==> src/rtl/nes_mem_arbiter.sv <==
// rtl/nes_mem_arbiter.sv - PRG/CHR request arbiter onto one external cartridge-memory port
//
// Ports:
//   clk, reset_n                  clock, asynchronous active-low reset
//   prg_strobe/read/write/aout/allow/din -> prg_dout, prg_done   CPU-side request channel
//   chr_strobe/read/write/aout/allow/din, vram_ce -> chr_dout, chr_done   PPU-side request channel
//   mem_req/mem_we/mem_addr/mem_wdata -> , <- mem_rdata/mem_ack   external req/ack memory port
module nes_mem_arbiter #(
  parameter int         ACK_TIMEOUT = 15,
  parameter logic [7:0] OPEN_BUS    = 8'hFF
) (
  input  logic        clk,
  input  logic        reset_n,
  input  logic        prg_strobe,
  input  logic        prg_read,
  input  logic        prg_write,
  input  logic [21:0] prg_aout,
  input  logic        prg_allow,
  input  logic [7:0]  prg_din,
  output logic [7:0]  prg_dout,
  output logic        prg_done,
  input  logic        chr_strobe,
  input  logic        chr_read,
  input  logic        chr_write,
  input  logic [21:0] chr_aout,
  input  logic        chr_allow,
  input  logic        vram_ce,
  input  logic [7:0]  chr_din,
  output logic [7:0]  chr_dout,
  output logic        chr_done,
  output logic        mem_req,
  output logic        mem_we,
  output logic [21:0] mem_addr,
  output logic [7:0]  mem_wdata,
  input  logic [7:0]  mem_rdata,
  input  logic        mem_ack
);

  localparam logic [0:0] S_IDLE   = 1'b0;
  localparam logic [0:0] S_ACCESS = 1'b1;
  localparam logic [3:0] TIMEOUT_LAST = 4'(ACK_TIMEOUT - 1);

  logic [0:0]  state;
  logic        cur_chr;    // channel owning the access in flight
  logic        prio_chr;   // winner of the next contest (1 = CHR)
  logic [3:0]  tcnt;

  logic        prg_pend, prg_we_q;
  logic [21:0] prg_addr_q;
  logic [7:0]  prg_wdata_q;
  logic        chr_pend, chr_we_q;
  logic [21:0] chr_addr_q;
  logic [7:0]  chr_wdata_q;

  logic        prg_op, chr_op, prg_busy, chr_busy;
  logic        prg_cap, chr_cap, prg_rej, chr_rej;
  logic        prg_req_v, chr_req_v, grant_chr, finish;
  logic        prg_we_n, chr_we_n;
  logic [21:0] prg_addr_n, chr_addr_n;
  logic [7:0]  prg_wdata_n, chr_wdata_n, rd_data;

  always_comb begin
    prg_op   = prg_strobe & (prg_read | prg_write);
    chr_op   = chr_strobe & (chr_read | chr_write);
    // A channel whose access is on the bus drops any new strobe.
    prg_busy = (state == S_ACCESS) & ~cur_chr;
    chr_busy = (state == S_ACCESS) & cur_chr;
    prg_cap  = prg_op & ~prg_busy & prg_allow;
    prg_rej  = prg_op & ~prg_busy & ~prg_allow;
    chr_cap  = chr_op & ~chr_busy & chr_allow & ~vram_ce;
    chr_rej  = chr_op & ~chr_busy & ~(chr_allow & ~vram_ce);
    // Slot view including this cycle's capture, so an idle arbiter can
    // grant a fresh strobe on the same edge that captures it.
    prg_req_v   = prg_pend | prg_cap;
    prg_we_n    = prg_cap ? prg_write : prg_we_q;
    prg_addr_n  = prg_cap ? prg_aout  : prg_addr_q;
    prg_wdata_n = prg_cap ? prg_din   : prg_wdata_q;
    chr_req_v   = chr_pend | chr_cap;
    chr_we_n    = chr_cap ? chr_write : chr_we_q;
    chr_addr_n  = chr_cap ? chr_aout  : chr_addr_q;
    chr_wdata_n = chr_cap ? chr_din   : chr_wdata_q;
    grant_chr = chr_req_v & (~prg_req_v | prio_chr);
    finish    = (state == S_ACCESS) & (mem_ack | (tcnt == TIMEOUT_LAST));
    rd_data   = mem_ack ? mem_rdata : OPEN_BUS;
  end

  always_ff @(posedge clk or negedge reset_n) begin
    if (!reset_n) begin
      state       <= S_IDLE;
      cur_chr     <= 1'b0;
      prio_chr    <= 1'b1;
      tcnt        <= 4'd0;
      prg_pend    <= 1'b0;
      prg_we_q    <= 1'b0;
      prg_addr_q  <= 22'd0;
      prg_wdata_q <= 8'd0;
      chr_pend    <= 1'b0;
      chr_we_q    <= 1'b0;
      chr_addr_q  <= 22'd0;
      chr_wdata_q <= 8'd0;
      prg_dout    <= 8'h00;
      prg_done    <= 1'b0;
      chr_dout    <= 8'h00;
      chr_done    <= 1'b0;
      mem_req     <= 1'b0;
      mem_we      <= 1'b0;
      mem_addr    <= 22'd0;
      mem_wdata   <= 8'd0;
    end else begin
      // Rejected requests complete immediately without touching memory.
      prg_done <= prg_rej;
      chr_done <= chr_rej;
      if (prg_cap) begin
        prg_pend    <= 1'b1;
        prg_we_q    <= prg_write;
        prg_addr_q  <= prg_aout;
        prg_wdata_q <= prg_din;
      end
      if (chr_cap) begin
        chr_pend    <= 1'b1;
        chr_we_q    <= chr_write;
        chr_addr_q  <= chr_aout;
        chr_wdata_q <= chr_din;
      end
      if (state == S_IDLE) begin
        if (prg_req_v | chr_req_v) begin
          state     <= S_ACCESS;
          cur_chr   <= grant_chr;
          tcnt      <= 4'd0;
          mem_req   <= 1'b1;
          mem_we    <= grant_chr ? chr_we_n    : prg_we_n;
          mem_addr  <= grant_chr ? chr_addr_n  : prg_addr_n;
          mem_wdata <= grant_chr ? chr_wdata_n : prg_wdata_n;
          // The pointer only moves when it actually decided a contest.
          if (prg_req_v & chr_req_v) prio_chr <= ~grant_chr;
        end
      end else if (finish) begin
        state   <= S_IDLE;
        tcnt    <= 4'd0;
        mem_req <= 1'b0;
        if (cur_chr) begin
          chr_pend <= 1'b0;
          chr_done <= 1'b1;
          if (!mem_we) chr_dout <= rd_data;
        end else begin
          prg_pend <= 1'b0;
          prg_done <= 1'b1;
          if (!mem_we) prg_dout <= rd_data;
        end
      end else begin
        tcnt <= tcnt + 4'd1;
      end
    end
  end

endmodule

==> config.mk <==
export PLATFORM = sky130hd
export DESIGN_NAME = nes_mem_arbiter
export DESIGN_NICKNAME = d
export VERILOG_FILES = /design/src/rtl/nes_mem_arbiter.sv
export SDC_FILE = /design/constraint.sdc
export NUM_CORES = 1
export LEC_CHECK = 0
export ABC_AREA = 1
export BUFFER_PORTS_ARGS = -buffer_cell sky130_fd_sc_hd__buf_2
export CAP_MARGIN = 20
export CORE_MARGIN = 4
export CORE_UTILIZATION = 29
export DETAILED_ROUTE_END_ITERATION = 6
export GPL_TIMING_DRIVEN = 1
export PLACE_DENSITY = 0.58
export SLEW_MARGIN = 25
export SYNTH_ARGS = -nofsm -noshare
export SYNTH_HDL_FRONTEND = slang
export SYNTH_SLANG_ARGS = --single-unit
==> constraint.sdc <==
create_clock -name clk -period 1.4 [get_ports clk]
set_input_delay 0.14 -clock clk [delete_from_list [all_inputs] [get_ports clk]]
set_output_delay 0.14 -clock clk [all_outputs]
set_load 0.005 [all_outputs]
* Word-level counts from Yosys, hierarchy flattened
Index checks and enable logic that the tools add are counted.
** Operators by class
- Mux-type cells :: 33
- Reductions and logical operators :: 6
- Add/sub/neg operators :: 1
- Equality and inequality tests :: 2
- Bitwise gates (word level) :: 32
** Operators with widths (count)
- $mux W22 :: 3
- $mux W8 :: 4
- $mux W1 :: 23
- $and A1 B1 Y1 :: 15
- $mux W4 :: 3
- $not A1 Y1 :: 10
- $reduce_and A4 Y1 :: 2
- $or A1 B1 Y1 :: 7
- $add A4 B1 Y4 const B :: 1
- $eq A4 B4 Y1 const B :: 1
- $reduce_and A2 Y1 :: 2
- $reduce_and A3 Y1 :: 1
- $ne A2 B1 Y1 const B :: 1
- $reduce_bool A2 Y1 :: 1
** Word-level totals
- Output and inout port bits :: 50
- Bits of input ports :: 80
- Logic and storage cells :: 94
- Flip-flop bits (word level) :: 121

* Longest topological paths before layout
Gate-level depths: netlist of run 1.
- Depth after elaboration :: 10
- Depth in mapped cells :: 10
- Mapped depth without buffers :: 9

* Least setup slack after synthesis of run 1
No wires, ideal clock.
- Path type :: flip-flop to flip-flop
- Start :: reg state
- End :: reg mem_wdata[4]
- Path buffers :: 1
- Setup slack :: -0.101 ns
- Clock period less this slack :: 1.501 ns
- Data arrival time :: 1.384 ns
- Stages on the path, launching flop included :: 8
- Cells stage by stage :: dfrtp_1 -> a21oi_1 -> nand3_2 -> nand2_4 -> buf_1 -> nand3_1 -> nand3_1 -> nand2_1
** Between the ends
- Word-level cells in the longest chain between the ends :: 9
- Elaborated cells on any way between the ends :: 20
- Those cells by class :: 3 x mux; 16 x bitwise; 1 x reduce/logical
** Ends and longest elaborated chain
- start: declaration :: line 43 : logic [0:0] state;
- start signal: assignment :: line 89 : state <= S_IDLE;
- start signal: assignment :: line 127 : state <= S_ACCESS;
- start signal: assignment :: line 138 : state <= S_IDLE;
- $and A1 B1 Y1 :: line 66 : prg_busy = (state == S_ACCESS) & ~cur_chr;
- $not A1 Y1 :: line 68 : prg_cap = prg_op & ~prg_busy & prg_allow;
- $and A1 B1 Y1 (2 in a row) :: line 68
- $or A1 B1 Y1 :: line 74 : prg_req_v = prg_pend | prg_cap;
- $not A1 Y1 :: line 82 : grant_chr = chr_req_v & (~prg_req_v | prio_chr);
- $or A1 B1 Y1 :: line 82
- $and A1 B1 Y1 :: line 82
- $mux W8 :: line 133 : mem_wdata <= grant_chr ? chr_wdata_n : prg_wdata_n;
- end signal: assignment :: line 133
- end: declaration :: line 34 : output logic [7:0] mem_wdata,
Several ways; a longest one is shown, not always the timed one.
A chain may end at the register's enable or synchronous reset.

* Final worst setup path of run 1
- Start :: reg state
- End :: reg mem_we
** Between the ends
- Word-level cells in the longest chain between the ends :: 9
- Elaborated cells on any way between the ends :: 20
- Those cells by class :: 3 x mux; 16 x bitwise; 1 x reduce/logical
** Ends and longest elaborated chain
- $and A1 B1 Y1 :: line 66
- $not A1 Y1 :: line 68
- $and A1 B1 Y1 (2 in a row) :: line 68
- $or A1 B1 Y1 :: line 74
- $not A1 Y1 :: line 82
- $or A1 B1 Y1 :: line 82
- $and A1 B1 Y1 :: line 82
- $mux W1 :: line 131 : mem_we <= grant_chr ? chr_we_n : prg_we_n;
- end signal: assignment :: line 131
- end: declaration :: line 32 : output logic mem_we,
Several ways; a longest one is shown, not always the timed one.

==> impl_results.html, run 1 <==
<table>
<tr><th>Metric</th><th>Value</th></tr>
<tr><th colspan="2">Floorplanning</th></tr>
<tr><td>Num rows</td><td>51</td></tr>
<tr><td>Number of I/O pins</td><td>between 100 and 150</td></tr>
<tr><td>Std-Cell Core Area</td><td>~19000 µm²</td></tr>
<tr><td>Die area</td><td>22000 µm²</td></tr>
<tr><td>Initial cell density of the core</td><td>0.295</td></tr>
<tr><td>Chip Height</td><td>148 µm</td></tr>
<tr><td>Width of the chip</td><td>~150 µm</td></tr>
<tr><th colspan="2">Setup path</th></tr>
<tr><td>WP data required</td><td>1750 ps</td></tr>
<tr><td>Type of the worst setup path</td><td>reg -&gt; reg</td></tr>
<tr><td>Worst reg-to-reg setup slack</td><td>-140 ps</td></tr>
<tr><td>Launch point of the worst reg-to-reg path</td><td>state</td></tr>
<tr><td>Arrival time at the worst endpoint</td><td>1880 ps</td></tr>
<tr><td>Startpoint type of the worst setup path</td><td>register</td></tr>
<tr><td>Worst reg2reg path depth</td><td>8</td></tr>
<tr><td>Highest net fanout along the worst path</td><td>19</td></tr>
<tr><td>CP Capture Type</td><td>register</td></tr>
<tr><td>FF-to-FF End</td><td>mem_we</td></tr>
<tr><th colspan="2">Clock network</th></tr>
<tr><td>TritonCTS clock tree</td><td>yes</td></tr>
<tr><td>H-tree depth</td><td>4</td></tr>
<tr><td>CTS Sinks</td><td>~120</td></tr>
<tr><td>Worst-Skew Late Latency</td><td>420 ps</td></tr>
<tr><td>Buffers from clock root to sink, at most</td><td>2</td></tr>
<tr><td>Register clock-pin slew on the reported worst setup and hold paths</td><td>60 ps</td></tr>
<tr><td>Number of buffers added by the clock tree synthesis step</td><td>17</td></tr>
<tr><td>Cell chosen for the clock root</td><td>clkbuf_16</td></tr>
<tr><th colspan="2">Timing</th></tr>
<tr><td>Final worst path period share</td><td>1.10</td></tr>
<tr><td>RSZ-0062 raised after global routing</td><td>true</td></tr>
<tr><td>Transition at the pin with the smallest max-transition slack</td><td>roughly 290 ps</td></tr>
<tr><td>Headroom to the max-slew limit</td><td>0.808</td></tr>
<tr><td>Maximum clock frequency</td><td>0.650 GHz</td></tr>
<tr><td>Setup slack after layout</td><td>-139 ps</td></tr>
<tr><td>Max Slew Vio Count</td><td>0</td></tr>
<tr><td>Post-route minimum period</td><td>between 1500 and 2000 ps</td></tr>
<tr><td>Final hold slack</td><td>roughly 33 ps</td></tr>
<tr><td>Setup violators final</td><td>57</td></tr>
<tr><td>Total count of hold-check failures in the final report</td><td>0</td></tr>
<tr><td>Final setup skew</td><td>12.8 ps</td></tr>
<tr><td>Accumulated negative setup slack</td><td>-5520 ps</td></tr>
<tr><th colspan="2">Placed design</th></tr>
<tr><td>Cell area after placement</td><td>between 7000 and 8000 µm²</td></tr>
<tr><td>Count of input and output buffers</td><td>approximately 130</td></tr>
<tr><td>HPWL after detailed placement</td><td>11500 µm</td></tr>
<tr><td>Placement-stage worst setup slack</td><td>-209 ps</td></tr>
<tr><td>Placer Congestion</td><td>~0.76</td></tr>
<tr><th colspan="2">Power and ir drop</th></tr>
<tr><td>VDD IR max</td><td>approximately 1.1 mV</td></tr>
<tr><td>Power per unit of standard cell area</td><td>2170 nW/µm²</td></tr>
<tr><td>Static power due to leakage</td><td>4.77 nW</td></tr>
<tr><th colspan="2">Global routing</th></tr>
<tr><td>Vias in the first global route</td><td>about 5200</td></tr>
<tr><td>Number of antenna violations at the first check in global routing</td><td>0</td></tr>
<tr><td>First-pass GRT wire length</td><td>27300 µm</td></tr>
<tr><td>Total global routing track utilization</td><td>0.157</td></tr>
<tr><td>Largest net degree at the start of global routing</td><td>43</td></tr>
<tr><td>GRT overflow</td><td>0</td></tr>
<tr><th colspan="2">Synth</th></tr>
<tr><td>Area share of fa/ha/maj cells after synthesis</td><td>0.00438</td></tr>
<tr><td>Post-Synthesis Mean Instance Area</td><td>7.73 µm²</td></tr>
<tr><td>Sequential element share of the synthesized area</td><td>0.530</td></tr>
<tr><td>Post-Syn Instances</td><td>between 700 and 800</td></tr>
<tr><td>Share of the synthesized netlist area taken by xor and xnor gates</td><td>0.00460</td></tr>
<tr><td>Number of unique standard cell types used by synthesis</td><td>27</td></tr>
<tr><td>Register bit count reported by yosys</td><td>~120</td></tr>
<tr><td>Net count after synthesis</td><td>821</td></tr>
<tr><td>Yosys warning count</td><td>0</td></tr>
<tr><td>Main combinational cell family by area after synthesis</td><td>simple AND/OR/NAND/NOR gates</td></tr>
<tr><td>Area fraction in and, or, nand and nor cells after synthesis</td><td>0.269</td></tr>
<tr><td>Multiplexer fraction of the synthesized cell area</td><td>0</td></tr>
<tr><td>Post-synthesis cell area</td><td>5710 µm²</td></tr>
<tr><td>Area fraction in compound gates after synthesis</td><td>0.0523</td></tr>
<tr><th colspan="2">Cells and area</th></tr>
<tr><td>Antenna diode instance count</td><td>0</td></tr>
<tr><td>Area overhead of the layout relative to synthesis</td><td>51.3%</td></tr>
<tr><td>Ratio of cells with drive above 1 in the final layout</td><td>0.360</td></tr>
<tr><td>Number of nets in the layout</td><td>1053</td></tr>
<tr><td>Final std cell area, no fill</td><td>8640 µm²</td></tr>
<tr><td>Utilization after layout</td><td>0.445</td></tr>
<tr><th colspan="2">Route</th></tr>
<tr><td>Post-DR wirelength/cell</td><td>13.3 µm</td></tr>
<tr><td>Detailed-router iteration count before antenna repair</td><td>5</td></tr>
<tr><td>Iteration-0 DRC count of the detailed router</td><td>340</td></tr>
<tr><td>Vias after detailed routing</td><td>5204</td></tr>
<tr><td>Number of antenna-violating nets in the routed design</td><td>0</td></tr>
<tr><td>Routed WL</td><td>16700 µm</td></tr>
<tr><td>Detail-routed via count per cell</td><td>roughly 4.2</td></tr>
<tr><td>Number of remaining DRC errors</td><td>0</td></tr>
<tr><th colspan="2">Worst hold path</th></tr>
<tr><td>Hold Path Sink</td><td>prg_addr_q[6]</td></tr>
<tr><td>Tightest Hold Check Type</td><td>in -&gt; reg</td></tr>
<tr><td>Hold Path Stages</td><td>3</td></tr>
<tr><td>Startpoint of the most critical hold path</td><td>prg_aout[6]</td></tr>
<tr><th colspan="2">Flow run</th></tr>
<tr><td>Number of max-capacitance violations reported</td><td>0</td></tr>
<tr><th colspan="2">Outcome</th></tr>
<tr><td>Run status</td><td>finished, violations left</td></tr>
<tr><td>Violated checks</td><td>negative setup slack</td></tr>
</table>
-- layout make-up --
type	instances	area, µm²
clock buffers	24	482
clock inverters	8	70.1
fillers	2002	10800
inverters	167	627
multi-input cells	417	2170
flip-flops and latches	121	3030
well taps	265	332
repair buffers	247	1930
-- state kept, by name, indices dropped and copies added, names as in the netlist --
| register | cells |
|---|---|
| chr_addr_q | 22 |
| chr_done | 1 |
| chr_dout | 8 |
| chr_pend | 1 |
| chr_wdata_q | 8 |
| chr_we_q | 1 |
| cur_chr | 1 |
| mem_addr | 22 |
| mem_req | 1 |
| mem_wdata | 8 |
| mem_we | 1 |
| prg_addr_q | 22 |
| prg_done | 1 |
| prg_dout | 8 |
| prg_pend | 1 |
| prg_wdata_q | 8 |
| prg_we_q | 1 |
| prio_chr | 1 |
| state | 1 |
| tcnt | 4 |
-- synthesized netlist by cell type (all sizes together) --
cell type  count  share of area
o31ai          1         0.0013
nor2          12          0.012
dfstp          1         0.0046
o21ai         54          0.049
ha             2         0.0044
xnor2          1         0.0015
inv          167           0.11
nand2        231           0.16
nand3        102          0.091
buf           25          0.024
clkbuf         9         0.0059
dfrtp        120           0.53
xor2           2         0.0031
and2           2         0.0022
or2            8         0.0088
a21oi          2         0.0018
-- worst max-delay path: stages, from the launching register on --
cell and delay [ps]:
dfrtp_2 450, a21oi_2 160, nand3_2 100, nand2_4 190, nor2_4 70, nor2_4 140
buf_12 180, nand3_1 100, nand2_1 70
-- layer usage --
layer	vias up	part of all wire	routed length, µm	track usage
li1	2671	-	-	-
met1	2411	0.44	7410	0.205
met2	102	0.50	8300	0.260
met3	20	0.043	713	0.0427
met4	0	0.014	233	0.0402
met5	-	0	0	0
-- cell families (layout without fill, tap and decap cells) --
family / count (synthesis) / in the layout
compound gates: 57 / 57
xor+xnor: 3 / 3
fa+ha+maj: 2 / 2
buf+inv: 201 / 446
flops: 121 / 121
simple gates: 355 / 355
-- report_power, final --
group          total [mW]  leakage, nW  internal (mW)  switching [mW]
sequential           5.85         1.38           5.16           0.694
combinational        8.84         3.12           4.18            4.65
clock                4.09        0.270           2.56            1.53
total                18.8         4.77           11.9            6.88
-- what timing repair did --
action,in CTS,in global routing
hold buffers,17,4
gates resized for setup,80,56
setup endpoints to repair,67,113
buffers inserted,15,8
gates cloned,3,1
endpoints found under the hold margin,136,4
pin swaps,24,26
-- worst max path at each step --
| stage | from | endpoint | slack [ps] |
|---|---|---|---|
| after floorplan | state | mem_addr[10] | 0.6 |
| after global placement | cur_chr | mem_addr[6] | -200 |
| after detailed placement | tcnt[0] | prg_dout[3] | -210 |
| after CTS | cur_chr | mem_addr[2] | -150 |
| after global routing | state | mem_addr[9] | -250 |
| final | state | mem_we | -140 |
-- placed cells by master, fill, tap and decap left out, drive strengths merged --
cell / instances
nand2: 231
buf: 224
inv: 167
dfrtp: 120
nand3: 102
o21ai: 54
clkbuf: 25
dlygate4sd3: 21
nor2: 12
or2: 8
clkinv: 5
and2: 2
xor2: 2
clkinvlp: 2
a21oi: 2
ha: 2
o31ai: 1
xnor2: 1
bufinv: 1
bufbuf: 1
dfstp: 1
-- metrics by stage --
| stage | std cells | power [mW] |
|---|---|---|
| after floorplan | 739 | 9.96 |
| after global placement | 1170 | 13.2 |
| after detailed placement | 1170 | 13.4 |
| after CTS | 1237 | 18.5 |
| after global routing | 1249 | 20.4 |
| final | 1249 | 18.8 |
(Power assumes the default switching activity.)
==> run 2: changes to the inputs <==
==> constraint.sdc (replaced) <==
create_clock -name clk -period 1.4 [get_ports clk]
set_input_delay 0.07 -clock clk [delete_from_list [all_inputs] [get_ports clk]]
set_output_delay 0.07 -clock clk [all_outputs]
set_load 0.005 [all_outputs]
==> run 2 against run 1 <==
  * The flow finishes with violations (negative hold slack, negative setup slack)
  * Maximum frequency down 2.4%
  * Critical path depth is the same
  * Routed wire length is 4.0% higher
  * Largest cell class unchanged
==> impl_results.html, run 2 (synthesized netlist as in run 1, its figures left out) <==
<table>
<tr><th>Metric</th><th>Value</th></tr>
<tr><th colspan="2">Cells and area</th></tr>
<tr><td>Number of nets in the layout</td><td>1077 (+2.3%)</td></tr>
<tr><td>Most frequent standard cell in the layout excluding fill and tap cells</td><td>nand2_1</td></tr>
<tr><td>Antenna diode instance count</td><td>0 (unchanged)</td></tr>
<tr><td>Leading registers by flop count</td><td>chr_addr_q: 22 flops, mem_addr: 22 flops, prg_addr_q: 22 flops</td></tr>
<tr><td>Multi-input logic area</td><td>2410 µm² (+11%)</td></tr>
<tr><td>Most frequent cells in the layout</td><td>186 x nand2_1, 161 x inv_1, 128 x buf_2, 117 x dfrtp_1, 59 x nand3_1</td></tr>
<tr><td>Ratio of cells with drive above 1 in the final layout</td><td>0.390 (+0.0299)</td></tr>
<tr><td>Area overhead of the layout relative to synthesis</td><td>59.5%</td></tr>
<tr><td>Register area</td><td>3030 µm² (unchanged)</td></tr>
<tr><td>Filler cells</td><td>1956 (-2.3%)</td></tr>
<tr><td>Number of standard cells in the layout, taps in and fillers out</td><td>1271 (+1.8%)</td></tr>
<tr><td>Final std cell area, no fill</td><td>9110 µm² (+5.4%)</td></tr>
<tr><th colspan="2">Clock network</th></tr>
<tr><td>TritonCTS clock tree</td><td>yes</td></tr>
<tr><td>Worst-Skew Late Latency</td><td>410 ps (about the same)</td></tr>
<tr><td>Number of buffers added by the clock tree synthesis step</td><td>17 (unchanged)</td></tr>
<tr><td>Register clock-pin slew on the reported worst setup and hold paths</td><td>50 ps (about the same)</td></tr>
<tr><td>CTS Sinks</td><td>121 (unchanged)</td></tr>
<tr><td>Cell chosen for the clock root</td><td>clkbuf_16</td></tr>
<tr><td>H-tree depth</td><td>4 (unchanged)</td></tr>
<tr><td>Buffers from clock root to sink, at most</td><td>2 (unchanged)</td></tr>
<tr><th colspan="2">Setup path</th></tr>
<tr><td>Most common cell type on the critical path</td><td>nand2_1</td></tr>
<tr><td>Highest net fanout along the worst path</td><td>16 (-3)</td></tr>
<tr><td>Startpoint type of the worst setup path</td><td>register</td></tr>
<tr><td>Cell family contributing the most delay on the critical path</td><td>flip-flops</td></tr>
<tr><td>CP cell instances</td><td>a21oi_2 &gt; nand3_4 &gt; nand2_4 &gt; o21ai_4 &gt; buf_4 &gt; buf_12 &gt; nand2_1 &gt; nand2_1</td></tr>
<tr><td>Launch point of the worst reg-to-reg path</td><td>state</td></tr>
<tr><td>Type of the worst setup path</td><td>reg -&gt; reg</td></tr>
<tr><td>CP Capture Type</td><td>register</td></tr>
<tr><td>Worst reg2reg path depth</td><td>8 (unchanged)</td></tr>
<tr><td>Slowest stage cell on the critical path</td><td>dfrtp_2</td></tr>
<tr><td>CP bufs+invs</td><td>2 (+1)</td></tr>
<tr><td>Arrival time at the worst endpoint</td><td>1880 ps (about the same)</td></tr>
<tr><td>FF-to-FF End</td><td>mem_wdata[6]</td></tr>
<tr><td>Worst reg-to-reg setup slack</td><td>-180 ps (-40 ps)</td></tr>
<tr><td>Max stage delay on crit path</td><td>440 ps (about the same)</td></tr>
<tr><td>WP data required</td><td>1700 ps (-50 ps)</td></tr>
<tr><th colspan="2">Worst hold path</th></tr>
<tr><td>Tightest Hold Check Type</td><td>in -&gt; reg</td></tr>
<tr><td>Startpoint of the most critical hold path</td><td>prg_din[1]</td></tr>
<tr><td>Hold Path Stages</td><td>4 (+1)</td></tr>
<tr><td>Hold Path Sink</td><td>prg_wdata_q[1]</td></tr>
<tr><th colspan="2">Floorplanning</th></tr>
<tr><td>Chip Height</td><td>148 µm (unchanged)</td></tr>
<tr><td>Initial cell density of the core</td><td>0.295 (unchanged)</td></tr>
<tr><td>Std-Cell Core Area</td><td>19400 µm² (unchanged)</td></tr>
<tr><td>Num rows</td><td>51 (unchanged)</td></tr>
<tr><td>Width of the chip</td><td>148 µm (unchanged)</td></tr>
<tr><td>Number of I/O pins</td><td>130 (unchanged)</td></tr>
<tr><td>Die area</td><td>22000 µm² (unchanged)</td></tr>
<tr><th colspan="2">Power and ir drop</th></tr>
<tr><td>VDD IR max</td><td>0.917 mV (-15%)</td></tr>
<tr><td>Power per unit of standard cell area</td><td>2120 nW/µm² (-2.4%)</td></tr>
<tr><td>Sw Ratio</td><td>0.368 (+0.00192)</td></tr>
<tr><td>Internal Pwr Total</td><td>12.2 mW (+2.7%)</td></tr>
<tr><td>Static power due to leakage</td><td>4.91 nW (+2.9%)</td></tr>
<tr><td>Part of the total power dissipated in combinational logic</td><td>0.477 (+0.006)</td></tr>
<tr><td>Reg power frac</td><td>0.305 (-0.006)</td></tr>
<tr><td>Net Switching</td><td>7.12 mW (+3.5%)</td></tr>
<tr><td>Clock group share of total power</td><td>0.219 (about the same)</td></tr>
<tr><th colspan="2">Timing</th></tr>
<tr><td>Maximum clock frequency</td><td>0.634 GHz (-2.4%)</td></tr>
<tr><td>Post-route minimum period</td><td>1580 ps (+37.5 ps)</td></tr>
<tr><td>Final worst path period share</td><td>1.13 (+0.0268)</td></tr>
<tr><td>RSZ-0062 raised after global routing</td><td>true</td></tr>
<tr><td>Transition at the pin with the smallest max-transition slack</td><td>309 ps (+23.9 ps)</td></tr>
<tr><td>Final hold slack</td><td>-4.79 ps (-38.0 ps)</td></tr>
<tr><td>Setup violators final</td><td>65 (+14%)</td></tr>
<tr><td>Total count of hold-check failures in the final report</td><td>1 (+1)</td></tr>
<tr><td>Final setup skew</td><td>6.39 ps (-6.37 ps)</td></tr>
<tr><td>Headroom to the max-slew limit</td><td>0.794 (-0.0140)</td></tr>
<tr><td>Setup slack after layout</td><td>-176 ps (-37.5 ps)</td></tr>
<tr><td>Max Slew Vio Count</td><td>0 (unchanged)</td></tr>
<tr><th colspan="2">Global routing</th></tr>
<tr><td>Total global routing track utilization</td><td>0.158 (+0.00110)</td></tr>
<tr><td>Number of antenna violations at the first check in global routing</td><td>0 (unchanged)</td></tr>
<tr><td>First-pass GRT wire length</td><td>27500 µm (+0.69%)</td></tr>
<tr><td>Largest net degree at the start of global routing</td><td>49 (+14%)</td></tr>
<tr><td>Vias in the first global route</td><td>5351 (+2.9%)</td></tr>
<tr><td>GRT overflow</td><td>0 (unchanged)</td></tr>
<tr><th colspan="2">Route</th></tr>
<tr><td>Number of remaining DRC errors</td><td>0 (unchanged)</td></tr>
<tr><td>Vias after detailed routing</td><td>5322 (+2.3%)</td></tr>
<tr><td>Post-DR wirelength/cell</td><td>13.6 µm (+2.2%)</td></tr>
<tr><td>Iteration-0 DRC count of the detailed router</td><td>245 (-28%)</td></tr>
<tr><td>Detail-routed via count per cell</td><td>4.19 (+0.50%)</td></tr>
<tr><td>Number of antenna-violating nets in the routed design</td><td>0 (unchanged)</td></tr>
<tr><td>Detailed-router iteration count before antenna repair</td><td>6 (+1)</td></tr>
<tr><td>Routed WL</td><td>17300 µm (+4.0%)</td></tr>
<tr><th colspan="2">Outcome</th></tr>
<tr><td>Run status</td><td>finished, violations left</td></tr>
<tr><td>Violated checks</td><td>negative hold slack, negative setup slack</td></tr>
<tr><th colspan="2">Placed design</th></tr>
<tr><td>Count of input and output buffers</td><td>129 (unchanged)</td></tr>
<tr><td>Cell area after placement</td><td>7250 µm² (-0.28%)</td></tr>
<tr><td>HPWL after detailed placement</td><td>11300 µm (-1.7%)</td></tr>
<tr><td>Placer Congestion</td><td>0.765 (+0.74%)</td></tr>
<tr><td>Placed cells</td><td>1169 (-0.085%)</td></tr>
<tr><th colspan="2">Flow run</th></tr>
<tr><td>Number of max-capacitance violations reported</td><td>0 (unchanged)</td></tr>
</table>
run 2: worst register-to-register path, stage by stage (launching register included):
cell and delay (ps):
dfrtp_2 440, a21oi_2 210, nand3_4 160, nand2_4 160, o21ai_4 90, buf_4 140
buf_12 150, nand2_1 70, nand2_1 50
run 2: layout make-up:
cell class              instances  share of cell area
repair buffers                270               0.235
flip-flops and latches        121               0.333
inverters                     167              0.0688
multi-input cells             418               0.264
clock inverters                 1             0.00330
clock buffers                  29              0.0593
well taps                     265              0.0364
run 2: metrics by stage:
stage               total power [mW]  hold WS [ps]   util  setup WS, ps  TNS, ps
global placement                13.2         -25.7  0.374          -171    -6180
global route                    20.9        -0.381  0.470          -249   -12160
detailed placement              13.3         -28.2  0.374          -162    -6360
finish                          19.3         -4.79  0.470          -176    -6290
CTS                             18.4          7.43  0.440          -155    -4290
floorplan                       9.96          -226      -         0.553        0
run 2: power by group through the flow:
stage                     clock network, mW  logic (mW)  registers (mW)
after floorplan                           0        4.13            5.83
after detailed placement                  0        7.48            5.85
final                                  4.23        9.21            5.89
after global routing                   4.48        10.4            6.06
after CTS                              4.33        8.18            5.86
after global placement                    0        7.39            5.83
run 2: worst max path at each step:
stage	from	endpoint	cells past startpoint
detailed placement	tcnt[0]	prg_dout[0]	8
finish	state	mem_wdata[6]	8
CTS	cur_chr	mem_addr[0]	10
global route	state	mem_wdata[6]	8
floorplan	state	mem_addr[10]	9
global placement	cur_chr	mem_addr[21]	10
run 2: timing repair:
item                                   4_1_cts  5_1_grt
pin swaps                                   14       45
setup endpoints to repair                   65       95
gates cloned                                 2        4
endpoints found under the hold margin      174        1
buffers inserted                            10       10
gates resized for setup                     55      132
hold buffers                                46        1
run 2: routing by layer:
metal	wire [µm]	GRT usage
met1	7770	0.202
met2	8750	0.266
met3	613	0.0427
met4	199	0.0448
met5	0	0
